===== config.mk =====
export PLATFORM = sky130hd
export DESIGN_NAME = alu_cmd_issuer
export DESIGN_NICKNAME = d
export VERILOG_FILES = /design/src/rtl/alu_pkg.sv /design/src/rtl/alu_cmd_issuer.sv
export SDC_FILE = /design/constraint.sdc
export NUM_CORES = 1
export LEC_CHECK = 0
export ABC_AREA = 1
export BUFFER_PORTS_ARGS = -buffer_cell sky130_fd_sc_hd__buf_2
export CAP_MARGIN = 10
export CORE_UTILIZATION = 46
export DETAILED_ROUTE_END_ITERATION = 6
export GPL_TIMING_DRIVEN = 1
export PLACE_DENSITY = 0.79
export SYNTH_ARGS = -nofsm -noshare
export SYNTH_HDL_FRONTEND = slang
export SYNTH_SLANG_ARGS = --single-unit

===== constraint.sdc =====
create_clock -name clk -period 5.1 [get_ports clk]
set_input_delay 0.51 -clock clk [delete_from_list [all_inputs] [get_ports clk]]
set_output_delay 0.51 -clock clk [all_outputs]
set_load 0.03 [all_outputs]

===== src/rtl/alu_pkg.sv =====
// rtl/alu_pkg.sv - op codes, state encoding and flag layout for the ALU command issuer
package alu_pkg;

    localparam logic [3:0] OP_AND     = 4'b0000;
    localparam logic [3:0] OP_OR      = 4'b0001;
    localparam logic [3:0] OP_NOT     = 4'b0010;
    localparam logic [3:0] OP_NOR     = 4'b0011;
    localparam logic [3:0] OP_XOR     = 4'b0100;
    localparam logic [3:0] OP_NAND    = 4'b0101;
    localparam logic [3:0] OP_ADD     = 4'b0110;
    localparam logic [3:0] OP_SUB     = 4'b0111;
    localparam logic [3:0] OP_ABSDIFF = 4'b1000;
    localparam logic [3:0] OP_MUL     = 4'b1001;
    localparam logic [3:0] OP_SHL     = 4'b1010;
    localparam logic [3:0] OP_SHLA    = 4'b1011;
    localparam logic [3:0] OP_SHR     = 4'b1100;
    localparam logic [3:0] OP_SHRA    = 4'b1101;

    // Bit positions inside rsp_flags = {cout, negative, zero, overflow}
    localparam int FLAG_OVF  = 0;
    localparam int FLAG_ZERO = 1;
    localparam int FLAG_NEG  = 2;
    localparam int FLAG_COUT = 3;

    typedef enum logic [1:0] {
        ST_IDLE  = 2'd0,
        ST_ISSUE = 2'd1,
        ST_RESP  = 2'd2
    } state_t;

    // Codes 1110 and 1111 have no ALU operation behind them
    function automatic logic is_legal_op(input logic [3:0] sel);
        return sel <= OP_SHRA;
    endfunction

endpackage


===== src/rtl/alu_cmd_issuer.sv =====
// rtl/alu_cmd_issuer.sv - handshake front-end that drives the external ALU and returns its result
module alu_cmd_issuer
    import alu_pkg::*;
#(
    parameter int CNT_W = 16
) (
    input  logic             clk,
    input  logic             rst,
    input  logic             cmd_valid,
    output logic             cmd_ready,
    input  logic [3:0]       cmd_sel,
    input  logic [31:0]      cmd_a,
    input  logic [31:0]      cmd_b,
    input  logic             cmd_cin,
    output logic             rsp_valid,
    input  logic             rsp_ready,
    output logic [31:0]      rsp_y,
    output logic [3:0]       rsp_flags,
    output logic             rsp_err,
    output logic [31:0]      alu_a,
    output logic [31:0]      alu_b,
    output logic [3:0]       alu_sel,
    output logic             alu_cin,
    input  logic [31:0]      alu_y,
    input  logic             alu_cout,
    input  logic             alu_neg,
    input  logic             alu_zero,
    input  logic             alu_ovf,
    output logic             sticky_ovf,
    input  logic             clr_sticky,
    output logic [CNT_W-1:0] op_count
);

    state_t state_q;
    state_t state_d;

    logic   cmd_legal;
    logic   cmd_accept;
    logic   rsp_consume;
    logic   capture;
    logic [3:0] alu_flags;

    assign cmd_legal   = is_legal_op(cmd_sel);
    assign cmd_accept  = cmd_valid & cmd_ready;
    assign rsp_consume = rsp_valid & rsp_ready;
    assign capture     = (state_q == ST_ISSUE);

    always_comb begin
        alu_flags            = 4'b0000;
        alu_flags[FLAG_COUT] = alu_cout;
        alu_flags[FLAG_NEG]  = alu_neg;
        alu_flags[FLAG_ZERO] = alu_zero;
        alu_flags[FLAG_OVF]  = alu_ovf;
    end

    // State register
    always_ff @(posedge clk or posedge rst) begin
        if (rst) begin
            state_q <= ST_IDLE;
        end else begin
            state_q <= state_d;
        end
    end

    // Next-state and handshake outputs; RESP can consume and accept in one cycle
    always_comb begin
        state_d   = state_q;
        cmd_ready = 1'b0;
        rsp_valid = 1'b0;
        case (state_q)
            ST_IDLE: begin
                cmd_ready = 1'b1;
                if (cmd_valid) begin
                    state_d = cmd_legal ? ST_ISSUE : ST_RESP;
                end
            end
            ST_ISSUE: begin
                state_d = ST_RESP;
            end
            ST_RESP: begin
                rsp_valid = 1'b1;
                cmd_ready = rsp_ready;
                if (rsp_ready) begin
                    if (cmd_valid) begin
                        state_d = cmd_legal ? ST_ISSUE : ST_RESP;
                    end else begin
                        state_d = ST_IDLE;
                    end
                end
            end
            default: begin
                state_d = ST_IDLE;
            end
        endcase
    end

    // ALU input registers change only on a legal accept and hold otherwise
    always_ff @(posedge clk or posedge rst) begin
        if (rst) begin
            alu_a   <= '0;
            alu_b   <= '0;
            alu_sel <= '0;
            alu_cin <= 1'b0;
        end else if (cmd_accept && cmd_legal) begin
            alu_a   <= cmd_a;
            alu_b   <= cmd_b;
            alu_sel <= cmd_sel;
            alu_cin <= cmd_cin;
        end
    end

    // Response registers: error response on illegal accept, ALU capture after ISSUE
    always_ff @(posedge clk or posedge rst) begin
        if (rst) begin
            rsp_y     <= '0;
            rsp_flags <= '0;
            rsp_err   <= 1'b0;
        end else if (capture) begin
            rsp_y     <= alu_y;
            rsp_flags <= alu_flags;
            rsp_err   <= 1'b0;
        end else if (cmd_accept && !cmd_legal) begin
            rsp_y     <= '0;
            rsp_flags <= '0;
            rsp_err   <= 1'b1;
        end
    end

    // Sticky overflow; a capture with overflow beats a simultaneous clear
    always_ff @(posedge clk or posedge rst) begin
        if (rst) begin
            sticky_ovf <= 1'b0;
        end else if (capture && alu_ovf) begin
            sticky_ovf <= 1'b1;
        end else if (clr_sticky) begin
            sticky_ovf <= 1'b0;
        end
    end

    // Completed-response counter, wraps naturally
    always_ff @(posedge clk or posedge rst) begin
        if (rst) begin
            op_count <= '0;
        end else if (rsp_consume) begin
            op_count <= op_count + CNT_W'(1);
        end
    end

endmodule

==> flow_metrics.py, run 1 <==
metrics = {
    "status": {
        "status": "complete, no violations",
    },
    "pwr": {
        "p_leak_nw": 4.02,
        "seqPwrFrac_pct": 36.3,
        "switching_power_mw": 1.52,
        "power.share.switching_pct": 38.4,
        "ir_worst_vdd_v": 0.000288,
        "p_int_mw": 2.43,
        "p_total_mw": 3.95,
        "combPwrFrac_pct": 32.9,
        "p_clk_share_pct": 30.8,
        "pwr_density_cell_mw_per_mm2": 583,
    },
    "hold_path": {
        "hold_path_class": "input port to flip-flop",
    },
    "sta": {
        "timing.final.crit_period_ns": 2.30,
        "worst_pin_slew_ns": 1.09,
        "setup_viol": 0,
        "fin_skew_ns": 0.00628,
        "fmaxAchievable_mhz": 435,
        "setup_tns_ns": 0,
        "timing.hold.ws_ns": 0.184,
        "hold_viol_final": 0,
        "maxSlewHeadroom_pct": 27.0,
        "post-route-period-util_pct": 45.1,
        "report.final.slew_viol_count": 0,
        "rsz0062_at_grt": "no",
    },
    "synth": {
        "netlist_area_mm2": 0.00495,
        "synth_top_cell_by_area": "dfrtp_1",
        "synth_fp_nets": 671,
        "ys_seq_area_share_pct": 63.1,
        "synth_seq_cells": 125,
        "yosysUniqueCellTypes": 23,
        "syn_inst": 560,
        "avgSynthCellArea_um2": 8.85,
        "ys_warn_count": 0,
        "synth.area.top_cells": "dfrtp_1, nand2_1, inv_1, buf_2, nor2_1",
        "synth_top_area_share_pct": 63.1,
    },
    "job": {
        "cap_violations": 0,
    },
    "drt": {
        "vias": 4365,
        "viasPerCell": 4.63,
        "postRouteAntennaNets": 0,
        "drt-initial-drc-count": 366,
        "drt_first_pass_iters": 4,
        "wl_per_cell_um": 13.0,
        "drc": 0,
        "routed_wirelength_mm": 12.3,
    },
    "cells_and_area": {
        "design_area_mm2": 0.00678,
        "syn_to_final_growth_pct": 36.8,
        "stdcell_count": 942,
        "drive_gt1_share_pct": 34.1,
        "antenna_cells": 0,
        "nets": 906,
    },
    "clock_tree": {
        "cts_made_buffers": 17,
        "cts.path.max_buffers": 2,
        "cts_tree": "done",
        "cts_hold_buf": 0,
        "ctsResizeCount": 0,
        "path_clk_slew_ns": 0.06,
        "post_cts.repair.setup_buffers": 0,
        "clockRootBuffer": "clkbuf_8",
        "clock_latency_ns": 0.52,
        "cts_max_level": 4,
        "cts.sinks": 125,
    },
    "floorplanning": {
        "rows": 37,
        "io_pins": 235,
        "core_mm2": 0.0104,
        "fp.dieW_um": 106,
        "die_h_um": 106,
        "start_util_pct": 47.8,
        "fp.dieArea_mm2": 0.0112,
    },
    "placement": {
        "gp_congestion": 0.762,
        "dp_cells": 912,
        "place_area_mm2": 0.00618,
        "dp_hpwl_mm": 8.47,
        "place.port_buffers": 234,
    },
    "global_route": {
        "grt_antenna_before_repair": 0,
        "grt_pass1_vias": 4219,
        "grt_pass1_wl_mm": 19.8,
        "grt.total_usage_pct": 22.7,
        "overflow": 0,
        "grt_max_degree": 82,
    },
    "critical_path": {
        "crit_path_end_kind": "flip-flop",
        "cp-start-kind": "flip-flop",
        "arrival_ns": 2.69,
        "crit_required_ns": 5.50,
        "regToRegSetupSlack_ns": 2.80,
        "worstPathMaxFanout": 70,
        "crit_type": "flip-flop to flip-flop",
    },
}
## power groups by stage
stage	registers, mW	logic, mW	clock network [mW]
6_report	1.44	1.30	1.22
5_1_grt	1.46	1.40	1.29
4_1_cts	1.43	1.31	1.23
3_5_place_dp	1.44	1.31	0
3_3_place_gp	1.43	1.29	0
2_1_floorplan	1.99	0.342	0
## critical path: stages, from the launching register on
cell and delay [ns]:
dfrtp_1 0.49, nand2_2 0.11, nand3_2 0.08, buf_4 0.54
inv_2 0.63, nand2_1 0.21, nand2_1 0.07
## cells by family after synthesis
| kind of cell | count (synthesis) | synth area share [%] |
|---|---|---|
| buffers and inverters | 44 | 4.52 |
| muxes | 1 | 0.227 |
| xor gates and xnor gates | 10 | 1.77 |
| adders and majority gates | 1 | 0.253 |
| DFF | 125 | 63.1 |
| and+or+nand+nor | 374 | 29.6 |
| AOI/OAI and AO/OA | 5 | 0.505 |
## state kept, by name, summed over array words and instances, names as in the netlist
signal and count:
alu_sel 4, rsp_y 32, rsp_flags 4, rsp_err 1
alu_b 32, state_q 2, op_count 16, alu_a 32
alu_cin 1, sticky_ovf 1
## cells in the mapped netlist
master    count
dfrtp_1     125
nand4_1       3
buf_6         3
nor3_1        2
nand2_2       1
a21oi_1       1
buf_4         6
nor2_2        2
xor2_1        6
mux2_2        1
nand3_2       1
clkbuf_1      1
nor2_1       14
nor2_4        2
o21ai_0       4
inv_1        22
nand3_4       1
inv_2         1
nand3_1       7
ha_1          1
xnor2_1       4
nand2_1     341
buf_2        11
## cells in the final DEF (no fill, tap or decap), drive strengths merged
master  instances
nand3           9
xnor2           4
nor2           18
clkbuf         22
clkinv          4
bufinv          4
nand2         342
inv            23
xor2            6
buf           237
nor3            2
ha              1
o21ai           4
mux2            1
a21oi           1
nand4           3
dfrtp         125
## per-layer routing
metal	share of wire [%]	global-route usage, %
met2	49	37.4
met3	8.0	8.60
met1	42	27.5
met5	0	0
met4	1.4	7.54
## area by class of cell
class	instances	area, um^2
Clock buffer	22	453
Clock inverter	8	140
Fill cell	871	3590
Inverter	23	88.8
Multi-Input combinational cell	391	1600
Sequential cell	125	3130
Tap cell	136	170
Timing Repair Buffer	237	1190
## final timing paths
check / startpoint / endpoint / cells past startpoint
min reg2reg: rsp_y[25] / rsp_y[25] / 2
max reg2reg: state_q[1] / alu_sel[0] / 6
max: state_q[1] / alu_sel[0] / 6
max in group asynchronous: rst / alu_b[10] / 3
min in group asynchronous: rst / rsp_y[19] / 2
min: clr_sticky / sticky_ovf / 2
## through the flow
step,utilization [%],setup slack [ns]
2_1_floorplan,-,1.26
6_report,65.4,2.80
3_3_place_gp,59.6,2.67
3_5_place_dp,59.6,2.59
5_1_grt,65.4,2.58
4_1_cts,65.4,2.80
(Power assumes the default switching activity.)
==> run 2: changes to the inputs <==
ABC_AREA = 0   (was 1)
CORE_UTILIZATION = 42   (was 46)
PLACE_DENSITY = 0.76   (was 0.79)
clock period = 1.89 ns   (was 5.1 ns; I/O delays follow)
==> flow_metrics.py, run 2 <==
metrics = {
    "synth": {
        "synth_top_family_by_area": "multiplexers",
        "synth_top_flop_cell": "dfrtp_1",
        "synth_compound_area_share_pct": 4.32,
        "synth_fp_nets": 493,
        "yosys.area_share.simple_pct": 9.56,
        "ys_async_sr_fraction_pct": 100,
        "ys_warn_count": 0,
        "netlist_area_mm2": 0.00518,
        "synth_seq_cells": 125,
        "synth_common_cells": "dfrtp_1, nand2_1, mux2_4",
        "synth_edf_count": 0,
        "synth_mux_area_share_pct": 18.9,
        "synth-xor-area-share_pct": 2.53,
        "synth_top_area_share_pct": 60.3,
        "avgSynthCellArea_um2": 13.6,
        "synth_top_cell_by_area": "dfrtp_1",
        "yosysUniqueCellTypes": 30,
        "synth_fa_ha_area_share_pct": 0.241,
        "synth.area.top_cells": "dfrtp_1, mux2_4, nand2_1, o21ai_0, buf_12",
        "syn_inst": 382,
        "ys_seq_area_share_pct": 60.3,
        "yosysMostFrequentCell": "dfrtp_1",
    },
    "floorplanning": {
        "die_h_um": 113,
        "io_pins": 235,
        "rows": 40,
        "start_util_pct": 43.2,
        "fp.dieArea_mm2": 0.0128,
        "fp.dieW_um": 113,
        "core_mm2": 0.0120,
    },
    "cells_and_area": {
        "syn_to_final_growth_pct": 50.8,
        "most-common-layout-cells": "buf_2, dfrtp_1, nand2_1",
        "drive_gt1_share_pct": 49.0,
        "nets": 813,
        "register_area_mm2": 0.00313,
        "largestRegisters": "alu_a: 32 flops, alu_b: 32 flops, rsp_y: 32 flops",
        "multi_input_area_mm2": 0.00185,
        "post-route-util_pct": 65.1,
        "fill_cells": 879,
        "antenna_cells": 0,
        "final_common_cell": "buf_2",
    },
    "sta": {
        "fmaxAchievable_mhz": 544,
        "setup_viol": 0,
        "worst_pin_slew_ns": 0.719,
        "hold_viol_final": 0,
        "report.final.slew_viol_count": 0,
        "timing.final.crit_period_ns": 1.84,
        "fin_skew_ns": 0.00804,
        "post-route-period-util_pct": 97.2,
        "maxSlewHeadroom_pct": 52.0,
        "rsz0062_at_grt": "yes",
    },
    "critical_path": {
        "crit_required_ns": 2.18,
        "worstPathMaxFanout": 12,
        "crit_path_end_kind": "flip-flop",
        "crit_type": "flip-flop to flip-flop",
        "cp-start-kind": "flip-flop",
        "arrival_ns": 2.13,
    },
    "drt": {
        "postRouteAntennaNets": 0,
        "drc": 0,
        "viasPerCell": 4.81,
        "routed_wirelength_mm": 13.5,
        "drt-initial-drc-count": 253,
        "wl_per_cell_um": 15.6,
        "drt_first_pass_iters": 5,
        "vias": 4145,
    },
    "clock_tree": {
        "path_clk_slew_ns": 0.06,
        "cts_tree": "done",
        "cts_max_level": 4,
        "clock_latency_ns": 0.40,
        "cts_made_buffers": 17,
        "cts.sinks": 125,
        "clockRootBuffer": "clkbuf_16",
        "cts.path.max_buffers": 2,
    },
    "global_route": {
        "grt_max_degree": 126,
        "grt.total_usage_pct": 21.5,
        "grt_antenna_before_repair": 0,
        "overflow": 0,
        "grt_pass1_wl_mm": 20.9,
        "grt_pass1_vias": 4270,
    },
    "placement": {
        "dp_hpwl_mm": 8.68,
        "gp_congestion": 0.737,
        "place.port_buffers": 234,
    },
    "pwr": {
        "p_total_mw": 11.1,
        "p_leak_nw": 4.00,
        "ir_worst_vdd_v": 0.000811,
        "pwr_density_cell_mw_per_mm2": 1420,
    },
    "status": {
        "status": "complete, no violations",
    },
    "hold_path": {
        "hold_path_class": "input port to flip-flop",
    },
    "job": {
        "cap_violations": 0,
    },
}
run 2: cell type report:
class                      count  area share (%)
clock inverter                 6            1.09
inverter                       2           0.144
clock buffer                  25            6.21
multi-input combinational    236            23.6
sequential                   125            40.0
tap                          147            2.35
timing repair buffer         320            26.6
run 2: what timing repair did:
item,CTS,global route
hold endpoints to repair,57,5
setup buffers,0,3
endpoints found under the setup margin,0,14
hold buffers,58,5
gates resized for setup,0,1
run 2: routing by layer:
metal	GRT usage, %	routed length [um]	vias to the layer above
met2	36.5	6860	175
met1	24.6	5360	2009
met5	0	0	-
met3	6.11	835	35
met4	11.7	401	0
li1	-	-	1926
run 2: metrics by stage:
stage	TNS (ns)	cell area, um^2	hold slack, ns	instances	setup slack (ns)
after global routing	-0.0413	7820	0.000261	861	-0.0137
after floorplan	0	5190	0.296	382	0.126
final	0	7820	0.0159	861	0.0533
after CTS	0	7740	0.0000487	853	0.0355
after global placement	0	6590	0.382	764	0.0854
after detailed placement	0	6590	0.394	764	0.0454
run 2: cell families after synthesis:
group / after synthesis
compound gates: 42
xor+xnor: 15
fa+ha+maj: 1
buf+inv: 21
flops: 125
mux: 67
simple gates: 111
run 2: final timing paths:
kind                                   start      endpoint  slack (ns)  depth (start not counted)
worst min register to register  op_count[15]  op_count[15]        0.47                          1
min in group asynchronous                rst       alu_cin        0.47                          4
worst max register to register    state_q[1]     alu_b[23]        0.05                          6
worst min-delay path                cmd_b[1]      alu_b[1]        0.02                          2
worst max-delay path              state_q[1]     alu_b[23]        0.05                          6
max in group asynchronous                rst  op_count[13]        0.82                          4
run 2: worst max-delay path: stages, from the launching register on:
cell,delay (ns)
dfrtp_1,0.37
nor2b_4,0.13
or3b_4,0.39
nor2b_4,0.18
buf_12,0.18
buf_12,0.16
mux2_4,0.31
run 2: report_power, final:
group | total [mW] | switching, mW | internal, mW
Clock | 3.12 | 1.09 | 2.03
Combinational | 4.08 | 2.55 | 1.54
Sequential | 3.91 | 0.464 | 3.44
Total | 11.1 | 4.10 | 7.01
==> run 3: changes to the inputs <==
GPL_TIMING_DRIVEN = unset   (was 1)
SETUP_SLACK_MARGIN = 0.5   (was unset)
==> flow_metrics.py, run 3 (synthesis results as in run 2) <==
metrics = {
    "sta": {
        "maxSlewHeadroom_pct": 56.7,
        "post-route-period-util_pct": 96.7,
        "timing.final.crit_period_ns": 1.83,
        "worst_pin_slew_ns": 0.649,
        "rsz0062_at_grt": "yes",
        "fmaxAchievable_mhz": 547,
        "hold_viol_final": 1,
        "setup_viol": 0,
        "setup_tns_ns": 0,
        "timing.hold.ws_ns": -0.000810,
        "report.final.slew_viol_count": 0,
        "fin_skew_ns": 0.00460,
    },
    "drt": {
        "routed_wirelength_mm": 15.4,
        "drt_first_pass_iters": 4,
        "drc": 0,
        "vias": 4398,
        "drt-initial-drc-count": 162,
        "postRouteAntennaNets": 0,
        "wl_per_cell_um": 17.3,
        "viasPerCell": 4.94,
    },
    "clock_tree": {
        "clockRootBuffer": "clkbuf_16",
        "clock_latency_ns": 0.40,
        "cts_tree": "done",
        "cts_made_buffers": 17,
        "cts_max_level": 4,
        "cts.sinks": 125,
        "path_clk_slew_ns": 0.06,
        "cts.path.max_buffers": 2,
    },
    "cells_and_area": {
        "nets": 842,
        "design_area_mm2": 0.00849,
        "stdcell_count": 891,
        "syn_to_final_growth_pct": 63.8,
        "largestRegisters": "alu_a: 32 flops, alu_b: 32 flops, rsp_y: 32 flops",
        "final_common_cell": "buf_2",
        "most-common-layout-cells": "buf_2, dfrtp_1, nand2_1",
        "drive_gt1_share_pct": 53.8,
    },
    "placement": {
        "dp_hpwl_mm": 8.22,
        "gp_congestion": 0.749,
        "dp_cells": 754,
        "place_area_mm2": 0.00647,
        "place.port_buffers": 234,
    },
    "global_route": {
        "grt_antenna_before_repair": 0,
        "grt_max_degree": 74,
        "overflow": 0,
        "grt_pass1_wl_mm": 22.2,
        "grt.total_usage_pct": 22.5,
        "grt_pass1_vias": 4508,
    },
    "floorplanning": {
        "die_h_um": 113,
        "fp.dieW_um": 113,
        "rows": 40,
        "fp.dieArea_mm2": 0.0128,
        "start_util_pct": 43.2,
        "core_mm2": 0.0120,
        "io_pins": 235,
    },
    "critical_path": {
        "crit_type": "flip-flop to flip-flop",
        "arrival_ns": 2.11,
        "worstPathMaxFanout": 9,
        "crit_path_end_kind": "flip-flop",
        "cp-start-kind": "flip-flop",
        "crit_required_ns": 2.18,
    },
    "job": {
        "cap_violations": 0,
    },
    "pwr": {
        "p_leak_nw": 4.37,
        "ir_worst_vdd_v": 0.000725,
        "pwr_density_cell_mw_per_mm2": 1360,
    },
    "status": {
        "status": "finished with violations",
        "violations": "hold timing",
    },
    "hold_path": {
        "hold_path_class": "input port to flip-flop",
    },
}
run 3: path summary, 6_finish.rpt:
path | startpoint | endpoint | slack, ns | depth (start not counted)
max | state_q[1] | alu_a[2] | 0.06 | 6
min | alu_y[29] | rsp_y[29] | -0.0008 | 3
max reg2reg | state_q[1] | alu_a[2] | 0.06 | 6
min reg2reg | rsp_err | rsp_err | 0.48 | 1
max in group asynchronous | rst | alu_a[12] | 0.85 | 4
min in group asynchronous | rst | alu_b[3] | 0.46 | 4
run 3: cell type report:
cell class / count / area [um^2]
Antenna cell: 1 / 2.50
Clock buffer: 24 / 482
Clock inverter: 7 / 87.6
Fill cell: 811 / 3520
Inverter: 2 / 11.3
Multi-Input combinational cell: 236 / 2010
Sequential cell: 125 / 3130
Tap cell: 147 / 184
Timing Repair Buffer: 349 / 2580
run 3: where the power goes:
part,total (mW),switching (mW),leakage [nW],internal (mW)
clock network,3.15,1.12,0.280,2.03
registers,3.92,0.480,1.52,3.44
logic,4.45,2.67,2.56,1.78
total,11.5,4.28,4.37,7.25
run 3: repair_timing:
action,CTS,global route
pin swaps,8,10
hold buffers,70,0
cloned,4,11
hold endpoints to repair,142,0
setup buffers,16,4
gates resized for setup,29,67
setup endpoints to repair,121,125
run 3: stage by stage:
| step | hold slack, ns | worst slack (ns) | power, mW | utilization, % |
|---|---|---|---|---|
| after global routing | 0.00628 | 0.00968 | 12.0 | 70.7 |
| after global placement | 0.332 | 0.0484 | 7.66 | 53.9 |
| after floorplan | 0.296 | 0.126 | 6.63 | - |
| final | -0.000810 | 0.0629 | 11.5 | 70.7 |
| after detailed placement | 0.346 | 0.0125 | 7.76 | 53.9 |
| after CTS | 0.0000893 | 0.0737 | 11.2 | 67.0 |
run 3: per-layer routing:
metal | up-vias | track usage, % | share of wire [%]
met2 | 217 | 39.3 | 51
met5 | - | 0 | 0
li1 | 1993 | - | -
met4 | 0 | 9.74 | 2.6
met3 | 38 | 7.07 | 6.3
met1 | 2150 | 25.4 | 40
run 3: critical path, stage by stage (launching register included):
cell,delay (ns)
dfrtp_1,0.38
nor2b_4,0.14
or3b_4,0.39
nor2b_4,0.16
buf_4,0.17
clkbuf_16,0.18
mux2_4,0.30
